[src/rtl/cv32e40p_pkg2_ft.sv]
// Shared types for the fault-tolerance supervisor: command opcodes, health states,
// default counter width and a replica popcount helper.
package cv32e40p_pkg2_ft;

  localparam int FT_CNT_W  = 16;
  localparam int FT_N_REPL = 3;

  typedef enum logic [1:0] {
    OP_READ_DET   = 2'd0,
    OP_READ_COR   = 2'd1,
    OP_SET_BROKEN = 2'd2,
    OP_CLEAR      = 2'd3
  } ft_op_e;

  typedef enum logic [1:0] {
    HEALTH_OK       = 2'd0,
    HEALTH_DEGRADED = 2'd1,
    HEALTH_FAILED   = 2'd2
  } ft_health_e;

  function automatic logic [1:0] broken_count(input logic [FT_N_REPL-1:0] v);
    return {1'b0, v[0]} + {1'b0, v[1]} + {1'b0, v[2]};
  endfunction

endpackage

[src/rtl/cv32e40p_ft_sat_counter.sv]
// Saturating event accumulator: adds the popcount of i_inc each cycle and never wraps.
// i_clear restarts the count from zero while still adding the current increments.
module cv32e40p_ft_sat_counter import cv32e40p_pkg2_ft::*; #(
  parameter int N_IN  = 4,
  parameter int CNT_W = FT_CNT_W
) (
  input  logic             clk,
  input  logic             rst,
  input  logic             i_clear,
  input  logic [N_IN-1:0]  i_inc,
  output logic [CNT_W-1:0] o_count
);

  // Six guard bits cover a popcount of up to 16 inputs on top of a saturated count.
  localparam int SUM_W = CNT_W + 6;
  localparam logic [SUM_W-1:0] MAX_VAL = {6'd0, {CNT_W{1'b1}}};

  logic [CNT_W-1:0] r_count;
  logic [SUM_W-1:0] w_pop;
  logic [SUM_W-1:0] w_base;
  logic [SUM_W-1:0] w_sum;

  always_comb begin
    w_pop = '0;
    for (int i = 0; i < N_IN; i++) begin
      w_pop = w_pop + SUM_W'(i_inc[i]);
    end
    w_base = i_clear ? '0 : {6'd0, r_count};
    w_sum  = w_base + w_pop;
  end

  always_ff @(posedge clk or posedge rst) begin
    if (rst) begin
      r_count <= '0;
    end else if (w_sum > MAX_VAL) begin
      r_count <= '1;
    end else begin
      r_count <= w_sum[CNT_W-1:0];
    end
  end

  assign o_count = r_count;

endmodule

[src/rtl/cv32e40p_ft_supervisor.sv]
// Fault-tolerance supervisor: error counters, command port, force-broken pulses and health FSM.
// Optional health interrupt irq_o is built only when CV32E40P_FT_SUP_IRQ_EN is defined.
module cv32e40p_ft_supervisor import cv32e40p_pkg2_ft::*; #(
  parameter int N_MOD = 4,
  parameter int CNT_W = FT_CNT_W
) (
  input  logic                          clk,
  input  logic                          rst,
  input  logic [N_MOD-1:0]              err_detected_i,
  input  logic [N_MOD-1:0]              err_corrected_i,
  input  logic [N_MOD-1:0][FT_N_REPL-1:0] is_broken_i,
  output logic [N_MOD-1:0][FT_N_REPL-1:0] set_broken_o,
  input  logic                          cmd_valid_i,
  output logic                          cmd_ready_o,
  input  logic [1:0]                    cmd_op_i,
  input  logic [3:0]                    cmd_mod_i,
  input  logic [1:0]                    cmd_blk_i,
  output logic                          rsp_valid_o,
  output logic [CNT_W-1:0]              rsp_data_o,
  output logic [1:0]                    health_o
`ifdef CV32E40P_FT_SUP_IRQ_EN
  ,
  output logic                          irq_o
`endif
);

  logic                          r_rsp_valid;
  logic [CNT_W-1:0]              r_rsp_data;
  logic [N_MOD-1:0][FT_N_REPL-1:0] r_set_broken;
  ft_health_e                    r_health;

  ft_op_e           w_op;
  logic             w_accept;
  logic             w_clear;
  logic             w_set_ok;
  logic [CNT_W-1:0] w_det_cnt;
  logic [CNT_W-1:0] w_cor_cnt;
  logic [CNT_W-1:0] w_rsp_data;
  logic             w_any_one;
  logic             w_any_two;

  // The port stalls only during the response cycle, so a single response is ever in flight.
  assign w_op     = ft_op_e'(cmd_op_i);
  assign w_accept = cmd_valid_i & ~r_rsp_valid;
  assign w_clear  = w_accept && (w_op == OP_CLEAR);
  assign w_set_ok = w_accept && (w_op == OP_SET_BROKEN) && (cmd_blk_i != 2'd3) &&
                    (int'({28'd0, cmd_mod_i}) < N_MOD);

  cv32e40p_ft_sat_counter #(.N_IN(N_MOD), .CNT_W(CNT_W)) u_det_cnt (
    .clk     (clk),
    .rst     (rst),
    .i_clear (w_clear),
    .i_inc   (err_detected_i),
    .o_count (w_det_cnt)
  );

  cv32e40p_ft_sat_counter #(.N_IN(N_MOD), .CNT_W(CNT_W)) u_cor_cnt (
    .clk     (clk),
    .rst     (rst),
    .i_clear (w_clear),
    .i_inc   (err_corrected_i),
    .o_count (w_cor_cnt)
  );

  always_comb begin
    w_rsp_data = '0;
    case (w_op)
      OP_READ_DET:   w_rsp_data = w_det_cnt;
      OP_READ_COR:   w_rsp_data = w_cor_cnt;
      OP_SET_BROKEN: w_rsp_data = CNT_W'(w_set_ok);
      default:       w_rsp_data = '0;
    endcase
  end

  always_ff @(posedge clk or posedge rst) begin
    if (rst) begin
      r_rsp_valid  <= 1'b0;
      r_rsp_data   <= '0;
      r_set_broken <= '0;
    end else begin
      r_rsp_valid <= w_accept;
      r_rsp_data  <= w_accept ? w_rsp_data : '0;
      for (int m = 0; m < N_MOD; m++) begin
        for (int b = 0; b < FT_N_REPL; b++) begin
          r_set_broken[m][b] <= w_set_ok && (cmd_mod_i == 4'(m)) && (cmd_blk_i == 2'(b));
        end
      end
    end
  end

  always_comb begin
    w_any_one = 1'b0;
    w_any_two = 1'b0;
    for (int m = 0; m < N_MOD; m++) begin
      if (broken_count(is_broken_i[m]) >= 2'd2) w_any_two = 1'b1;
      if (broken_count(is_broken_i[m]) == 2'd1) w_any_one = 1'b1;
    end
  end

  // A module with two broken replicas has lost its majority vote, so FAILED is final until reset.
  always_ff @(posedge clk or posedge rst) begin
    if (rst) begin
      r_health <= HEALTH_OK;
    end else begin
      case (r_health)
        HEALTH_OK: begin
          if (w_any_two)      r_health <= HEALTH_FAILED;
          else if (w_any_one) r_health <= HEALTH_DEGRADED;
        end
        HEALTH_DEGRADED: begin
          if (w_any_two)       r_health <= HEALTH_FAILED;
          else if (!w_any_one) r_health <= HEALTH_OK;
        end
        HEALTH_FAILED: r_health <= HEALTH_FAILED;
        default:       r_health <= HEALTH_FAILED;
      endcase
    end
  end

`ifdef CV32E40P_FT_SUP_IRQ_EN
  logic r_irq;

  always_ff @(posedge clk or posedge rst) begin
    if (rst) begin
      r_irq <= 1'b0;
    end else if ((r_health == HEALTH_OK) && (w_any_one || w_any_two)) begin
      r_irq <= 1'b1;
    end else if (w_clear) begin
      r_irq <= 1'b0;
    end
  end

  assign irq_o = r_irq;
`endif

  assign cmd_ready_o  = ~r_rsp_valid;
  assign rsp_valid_o  = r_rsp_valid;
  assign rsp_data_o   = r_rsp_data;
  assign set_broken_o = r_set_broken;
  assign health_o     = r_health;

endmodule

[config.mk]
export PLATFORM = sky130hd
export DESIGN_NAME = cv32e40p_ft_supervisor
export DESIGN_NICKNAME = d
export VERILOG_FILES = /design/src/rtl/cv32e40p_pkg2_ft.sv /design/src/rtl/cv32e40p_ft_sat_counter.sv /design/src/rtl/cv32e40p_ft_supervisor.sv
export SDC_FILE = /design/constraint.sdc
export NUM_CORES = 1
export LEC_CHECK = 0
export ABC_AREA = 0
export CAP_MARGIN = 15
export CORE_ASPECT_RATIO = 0.7
export CORE_MARGIN = 10
export CORE_UTILIZATION = 25
export DETAILED_ROUTE_END_ITERATION = 10
export GPL_TIMING_DRIVEN = 1
export PLACE_DENSITY = 0.41
export SETUP_SLACK_MARGIN = 0.05
export SKIP_CTS_REPAIR_TIMING = 1
export SLEW_MARGIN = 20
export SYNTH_ARGS = -nofsm -noshare
export SYNTH_HDL_FRONTEND = slang
export SYNTH_SLANG_ARGS = --single-unit
[constraint.sdc]
create_clock -name clk -period 4.7 [get_ports clk]
set_input_delay 0.94 -clock clk [delete_from_list [all_inputs] [get_ports clk]]
set_output_delay 0.94 -clock clk [all_outputs]
set_load 0.01 [all_outputs]
== Yosys cells after proc, flatten, opt, wreduce, memory -nomap -nowiden ==
Index checks and enable logic that the tools add are counted.
Word-level totals
  logic and storage cells: 94
  input port bits: 31
  output and inout bits: 32
  flip-flop bits (word level): 63
Cells by class
  magnitude comparators: 7
  muxes and demuxes: 19
  equal/unequal tests: 16
  bitwise logic cells: 2
  add/sub/neg operators: 16
  reduce and logical (&&, ||, !) cells: 25
Operators by type and width (count)
  22-bit by 1-bit adder with 22-bit output: 4
  16-bit two-way mux: 5
  16-bit case mux with 3 select lines: 1
  22-bit adder: 2
  22-bit by 16-bit > comparator with 1-bit output (second input constant): 2
  1-bit logical AND: 20
  2-bit by 1-bit == test with 1-bit output (second input constant): 7
  1-bit by 1-bit adder with 2-bit output: 6
  2-bit by 1-bit adder with 2-bit output: 4
  4-bit by 2-bit == test with 1-bit output (second input constant): 2
  2-bit >= comparator (second input constant): 4
  1-bit two-way mux: 8
  2-bit two-way mux: 4
  2-bit == test (second input constant): 3
  2-bit logical NOT: 3
  3-bit inequality test (second input constant): 2
  4-bit by 1-bit == test with 1-bit output (second input constant): 1
  4-bit logical NOT: 1
  4-bit by 3-bit less-than comparator with 1-bit output (second input constant): 1
  2-bit case mux with 2 select lines: 1
  2-bit inequality test (second input constant): 1
  2-bit AND reduction: 1
  1-bit bitwise AND: 1
  1-bit inverter: 1

== Longest topological paths before layout ==
Gate-level depths: netlist (run 1).
  depth in word-level cells: 10
  depth in mapped cells: 15
  gate-level depth less buffers: 12

== Hierarchy ==
From an unflattened synthesis (run 1), not the netlist that was laid out.
Unflattened totals
  cells, all modules: 314
  area, all modules: 3315.7 µm²
By module, submodules not included
  cv32e40p_ft_sat_counter: cells an instance 99, times used 2, area each 975.9 µm², sequential area each 400.4 µm²
  cv32e40p_ft_supervisor: cells an instance 116, times used 1, area each 1363.8 µm², sequential area each 775.7 µm²

== Worst setup path after synthesis (run 1) ==
Ideal clock, no wire load.
  kind: input -> register
  from: input port cmd_op_i[0]
  to: register u_det_cnt.r_count[6] (netlist: u_det_cnt.o_count[6])
  required time: 4.617 ns
  arrival: 3.786 ns
  buffers on the path: 3
  setup slack: 0.831 ns
  cell stages on the path: 14
  library setup time: 0.083 ns
  cell sequence: buf_6 > nand4b_1 > clkbuf_1 > nand2_1 > fa_1 > inv_1 > ha_1 > inv_1 > fa_1 > nor2b_1 > o21ai_0 > or4_1 > clkbuf_1 > o21ai_0
On the way
  cells in the longest elaborated chain, start to end: 6
RTL lines
  start: declaration: line cv32e40p_ft_supervisor.sv:15  | input logic [1:0] cmd_op_i,
  2-bit == test *: line cv32e40p_ft_supervisor.sv:45  | assign w_clear = w_accept && (w_op == OP_CLEAR);
  1-bit logical AND *: line cv32e40p_ft_supervisor.sv:45
  16-bit two-way mux *: line cv32e40p_ft_sat_counter.sv:28  | w_base = i_clear ? '0 : {6'd0, r_count};
  22-bit adder *: line cv32e40p_ft_sat_counter.sv:29  | w_sum = w_base + w_pop;
  22-bit by 16-bit > comparator with 1-bit output: line cv32e40p_ft_sat_counter.sv:35  | end else if (w_sum > MAX_VAL) begin
  16-bit two-way mux *: line cv32e40p_ft_sat_counter.sv:35
  end signal: assignment: line cv32e40p_ft_sat_counter.sv:38  | r_count <= w_sum[CNT_W-1:0];
  end: declaration: line cv32e40p_ft_sat_counter.sv:18  | logic [CNT_W-1:0] r_count;
Every way passes the cells marked *; elsewhere a longest branch is shown, timed or not.
A chain may end at the register's enable or synchronous reset.

== Worst setup path in the final report (run 1) ==
  from: input port cmd_op_i[1]
  to: register u_det_cnt.r_count[13] (netlist: u_det_cnt.o_count[13])
The elaborated chain is that of the path after synthesis.

==> results by group, run 1 <==
STA
  – TNS Setup: 0 ns
  – Final WS setup: 0.693 ns
  – Worst slew pin tran: 0.881 ns
  – Max_slew headroom: 41.2%
  – Final hold vios: 0
  – Tcrit/Tclk final: 85.3%
  – Hold slack: 0.518 ns
  – Final Critical Period: 4.01 ns
  – Skew final: 0.00678 ns
  – Fmax: 250 MHz
  – Unrepaired setup endpoints after global routing: no
  – Fin. max-slew vios: 0
  – Final setup vio count: 0

Critical path
  – Worst Path Buf+Inv: 3
  – CP cell instances: clkdlybuf4s50_1 -> nand4b_1 -> nand2_1 -> fa_1 -> inv_1 -> ha_1 -> inv_1 -> fa_1 -> nor2b_1 -> o21ai_0 -> or4_1 -> o21ai_0
  – Crit. End Element: flip-flop
  – Slowest stage delay, CP: 0.72 ns
  – R2R depth: 11
  – Worst r2r dst: u_det_cnt.o_count[13]$_DFF_PP0_
  – CP max FO: 10
  – Reg2reg start: rsp_valid_o$_DFF_PP0_
  – Top delay family on crit path: simple AND/OR/NAND/NOR gates
  – CP arrival: 4.24 ns
  – CP Launch Type: input pin
  – Reg2Reg Setup Slack: 1.34 ns
  – WS Path Type: input pin to flip-flop
  – CP max stage cell: or4_1
  – Worst Path Required: 4.94 ns

Yosys
  – Synth async-reset ratio: 100%
  – Warnings, synthesis: 0
  – Post-Syn Area: 3170 sq um
  – Number of synthesized flops with an enable pin: 0
  – Seq/Total Area, Yosys: 49.7%
  – Synthesized instance count: 312
  – Top FF cell, synth: dfrtp_1
  – Synth unique cells: 40
  – Mean cell area of the mapped netlist: 10.2 sq um
  – Synth Net Count: 361
  – Yosys reg bits: 63

Clock network
  – Skew-Pair Late Insertion Delay: 0.33 ns
  – Clk sinks: 63
  – Worst-path clk slew: 0.05 ns
  – CTS root buffer: clkbuf_16
  – CTS Buf Count: 9
  – H-Tree Depth: 3
  – CTS max path bufs: 2
  – CTS tree: built

Routing
  – Remaining DRCs: 0
  – First-pass detailed-route iteration total: 5
  – Vias: 2508
  – Routed WL per cell: 16.1 um
  – Drt total wl: 8810 um
  – Vias/cell: 4.58
  – Initial drt markers: 141
  – Routed Antenna Nets: 0

Finish
  – Fin area: 4310 sq um
  – Register area: 1580 sq um
  – Syn-to-layout area delta: 35.8%
  – Most common cell after layout, fill and taps aside: dfrtp_1
  – Layout cells sized above 1: 5.70%
  – Fillers: 1271
  – Inserted Diodes: 0
  – Most frequent cells in the layout: dfrtp_1 (63), clkdlybuf4s50_1 (62), nor2_1 (36)
  – Multi-input gate area: 1440 sq um
  – Final #Nets: 430

Place
  – Detailed placement HPWL: 6650 um
  – Pre-CTS setup slack: 0.332 ns
  – Port bufs: 62
  – GP Congestion: 0.784
  – Cell Area, Placed: 3990 sq um

Floorplan
  – Die Wd: 155 um
  – Die area: 17700 sq um
  – Core region area: 12400 sq um
  – Site row count: 34
  – Starting Density: 25.5%
  – I/O Pins: 63
  – Die span in y: 114 um

Power
  – Worst vdd ir: 0.000200 V
  – LEAKAGE: 1.96 nW
  – Final Power: 1.80 mW
  – PwrDens: 417 nW/um^2

Hold path
  – Hold path depth: 2
  – Hold Crit Endpoint: rsp_data_o[2]$_DFF_PP0_
  – Hold Path Class: flip-flop to flip-flop
  – Hold path start: u_det_cnt.o_count[2]$_DFF_PP0_

Global route
  – Grt ovf: 0
  – Global Route Usage Sum: 10.7%
  – Initial antenna violation count: 0
  – First-pass GRT wire length: 14900 um
  – Largest net degree at the start of global routing: 49
  – Vias in the first global route: 2652

Flow run
  – Max Cap Viol: 0

Status
  – Status: complete, no violations
-- worst max-delay path by stage --
stage	from	cells after the start	end
2_1_floorplan	cmd_op_i[0]	14	u_det_cnt.o_count[6]$_DFF_PP0_
3_3_place_gp	cmd_op_i[1]	12	u_det_cnt.o_count[2]$_DFF_PP0_
3_5_place_dp	cmd_op_i[1]	12	u_det_cnt.o_count[6]$_DFF_PP0_
4_1_cts	cmd_op_i[1]	12	u_det_cnt.o_count[13]$_DFF_PP0_
5_1_grt	cmd_op_i[1]	14	u_det_cnt.o_count[12]$_DFF_PP0_
6_report	cmd_op_i[1]	12	u_det_cnt.o_count[13]$_DFF_PP0_
-- registers in the layout, summed over array words and instances (netlist names) --
| name | cells |
|---|---|
| rsp_data_o | 16 |
| health_o | 2 |
| set_broken_o | 12 |
| rsp_valid_o | 1 |
| u_cor_cnt.o_count | 16 |
| u_det_cnt.o_count | 16 |
-- per-stage QoR --
| step | instances | util, % |
|---|---|---|
| after floorplan | 312 | - |
| after global routing | 548 | 34.7 |
| after detailed placement | 532 | 32.1 |
| after global placement | 532 | 32.1 |
| after CTS | 548 | 34.6 |
| final | 548 | 34.7 |
-- power breakdown --
group / switching (mW) / internal [mW] / total [mW]
Combinational: 0.221 / 0.193 / 0.414
Clock: 0.233 / 0.454 / 0.687
Sequential: 0.0799 / 0.615 / 0.695
Total: 0.534 / 1.26 / 1.80
-- cells in the mapped netlist (2+ instances only) --
| master | n | area [sq um] |
|---|---|---|
| clkbuf_1 | 8 | 30.0 |
| and2_1 | 4 | 25.0 |
| xor2_1 | 11 | 96.3 |
| nor2_1 | 36 | 135 |
| and4b_1 | 2 | 20.0 |
| nand3_1 | 7 | 35.0 |
| nor3_1 | 8 | 40.0 |
| ha_1 | 10 | 125 |
| a21oi_1 | 7 | 35.0 |
| mux2i_1 | 16 | 160 |
| a31oi_1 | 2 | 12.5 |
| nand4_1 | 8 | 50.1 |
| o21ai_0 | 19 | 95.1 |
| nor2b_1 | 4 | 25.0 |
| inv_1 | 28 | 105 |
| a211oi_1 | 3 | 22.5 |
| fa_1 | 8 | 160 |
| dfrtp_1 | 63 | 1580 |
| nand2b_1 | 4 | 25.0 |
| or3_1 | 2 | 12.5 |
| xnor2_1 | 8 | 70.1 |
| and3_1 | 10 | 62.6 |
| nand2_1 | 27 | 101 |
-- tightest hold or removal path, cell delays in order (launching register included) --
cell,delay (ns)
dfrtp_1,0.33
mux2i_1,0.06
nor2_1,0.08
-- cell type report --
class / instances / share of cell area (%)
clock buffers: 14 / 6.36
repair buffers: 68 / 15.5
well taps: 162 / 4.71
inverters: 28 / 2.47
clock inverters: 2 / 0.872
multi-input cells: 211 / 33.5
flip-flops and latches: 63 / 36.6
-- cell families after synthesis --
group,Yosys count,share of synthesized area [%]
xor+xnor,19,5.25
mux,16,5.05
simple gates,118,18.5
flops,63,49.7
compound gates,40,7.74
fa+ha+maj,18,9.00
buf+inv,38,4.74
-- metal layers --
metal	vias to the layer above	GRT usage (%)	share of wire, %
met5	-	0	0
met4	0	3.39	0.87
met3	4	3.12	4.5
met2	54	15.4	43
met1	1248	14.8	51
li1	1202	-	-
No activity file was read; power rests on OpenSTA's default activity.
==> run 2: changes to the inputs <==
--- a/config.mk
+++ b/config.mk
@@ -19,3 +19,4 @@
 export SYNTH_ARGS = -nofsm -noshare
 export SYNTH_HDL_FRONTEND = slang
 export SYNTH_SLANG_ARGS = --single-unit
+export TNS_END_PERCENT = 30
==> results of run 2 <==
The final DEF is identical to that of run 1; final timing and power are the same.
==> edit (flow settings as in run 2) <==
Build with the macro `CV32E40P_FT_SUP_IRQ_EN` defined.
--- a/src/rtl/cv32e40p_ft_supervisor.sv
+++ b/src/rtl/cv32e40p_ft_supervisor.sv
@@ -1,5 +1,7 @@
 // Fault-tolerance supervisor: error counters, command port, force-broken pulses and health FSM.
 // Optional health interrupt irq_o is built only when CV32E40P_FT_SUP_IRQ_EN is defined.
+`define CV32E40P_FT_SUP_IRQ_EN
+
 module cv32e40p_ft_supervisor import cv32e40p_pkg2_ft::*; #(
   parameter int N_MOD = 4,
   parameter int CNT_W = FT_CNT_W
Check against the original RTL (old outputs only; new: irq_o): equivalent (Yosys induction, for registers that start in step).
==> edit against run 2 <==
Total power increased by 0.64%; clock skew decreased by 2.6 ps; setup slack improved by 89 ps; critical path depth increased by 1; die area increased by 4.7%; sequential cell count increased by 1; synthesized area increased by 5.6%; via count increased by 5.8%; wire length increased by 5.8%; cell area increased by 3.9%; critical path type unchanged; largest cell class unchanged; largest power group unchanged; highest routed layer unchanged.
==> edit: results (changes against run 2) <==
* Status: finished clean (unchanged)
* Seq area share at 35.81% (was 36.62%)
* Most common library cells after synthesis: 64 x dfrtp_1, 32 x nor2_1, 29 x inv_1 (was 63 x dfrtp_1, 36 x nor2_1, 28 x inv_1)
* Final Skew at 4.199 ps (was 6.783 ps)
* Nets at 446 (was 430)
* Compound-Gate Fraction of Synth Area at 11.59% (was 7.738%)
* Clock buffers at 13 (was 14)
* Number of non-clock inverters in the layout at 29 (was 28)
* WL per Instance at 16.41 microns (was 16.08 microns)
* Mux contribution to synthesized area at 4.785% (was 5.053%)
* CP Capture Point: u_det_cnt.o_count[14] (was u_det_cnt.o_count[13])
* Tap cells at 166 (was 162)
* Non-clock buffer area fraction after layout at 14.77% (was 15.46%)
* CP arrival at 4150 ps (was 4240 ps)
* Vias in the first global route at 2,736 (was 2,652)
* Switching Fraction at 30.52% (was 29.75%)
* Max IR drop VDD at 0.1671 mV (was 0.2002 mV)
* Initial DRC Count at 237 (was 141)
* Synth cell types at 48 (was 40)
* Sequential element share of the synthesized area at 47.85% (was 49.74%)
* Fillers at 1,341 (was 1,271)
* Bufs w/o clock at 67 (was 68)
* Multi-input combinational area share at 35.59% (was 33.51%)
* Multi-input comb cells at 226 (was 211)
* Final Wtd Congestion at 0.8071 (was 0.7838)
* Detailed Place HPWL at 7096 microns (was 6646 microns)
* Routed length on met2 at 3766 microns (was 3804 microns)
* Pin count of the biggest net entering global routing at 48 (was 49)
* Post-synthesis xor/xnor area fraction at 4.187% (was 5.251%)
* Final clock-cell share at 6.715% (was 7.236%)
* R2R depth at 12 (was 11)
* Synth Area in Adders at 8.523% (was 9.001%)
* Top cells by area, synth: dfrtp_1 48%, fa_1 4.8%, mux2i_1 4.8% (was dfrtp_1 50%, fa_1 5.1%, mux2i_1 5.1%)
* Met3 WL at 407 microns (was 400 microns)
-- edit: changes by cell type after synthesis, sizes merged, moves of 4 or more --
cell and change:
xor2 -6, a2111oi +4, and3 -6, nand2 -7, nor2 -4, nand3 +5, a211oi +5, a21oi +6
-- edit: stage by stage --
| stage | total power [uW] | instances | hold WS [ps] |
|---|---|---|---|
| floorplan | 994.6 | 329 | 477.6 |
| global placement | 1154 | 552 | 457.9 |
| detailed placement | 1151 | 552 | 458.8 |
| CTS | 1835 | 568 | 463.5 |
| global route | 1929 | 568 | 491.6 |
| finish | 1807 | 568 | 458.1 |
-- edit: layer usage --
layer,GRT usage (%),vias up
li1,-,1293
met1,15.46,1280
met2,14.39,68
met3,2.811,12
met4,4.492,0
met5,0,-
-- edit: worst max-delay path: stages --
cell             delay [ps]
clkdlybuf4s50_1         530
nand4b_1                110
buf_4                   190
nand2_1                 120
fa_1                    420
inv_1                    70
ha_1                    160
inv_1                    60
fa_1                    390
nand2b_1                200
a2111oi_0               650
nor2_1                   80
a211oi_1                230
-- edit: worst min path at each step --
stage / startpoint / to / slack (ps) / cells past startpoint
global route: health_o[0] / irq_o / 490 / 1
finish: health_o[0] / irq_o / 460 / 1
CTS: health_o[0] / irq_o / 460 / 1
detailed placement: health_o[0] / irq_o / 460 / 1
global placement: health_o[0] / irq_o / 460 / 1
floorplan: u_det_cnt.o_count[1] / rsp_data_o[1] / 480 / 2
-- edit: power groups by stage --
stage	clock network (uW)	logic, uW	registers [uW]
6_report	670	438	700
5_1_grt	717	502	710
4_1_cts	690	444	700
3_5_place_dp	0	441	710
3_3_place_gp	0	444	710
2_1_floorplan	0	314	681
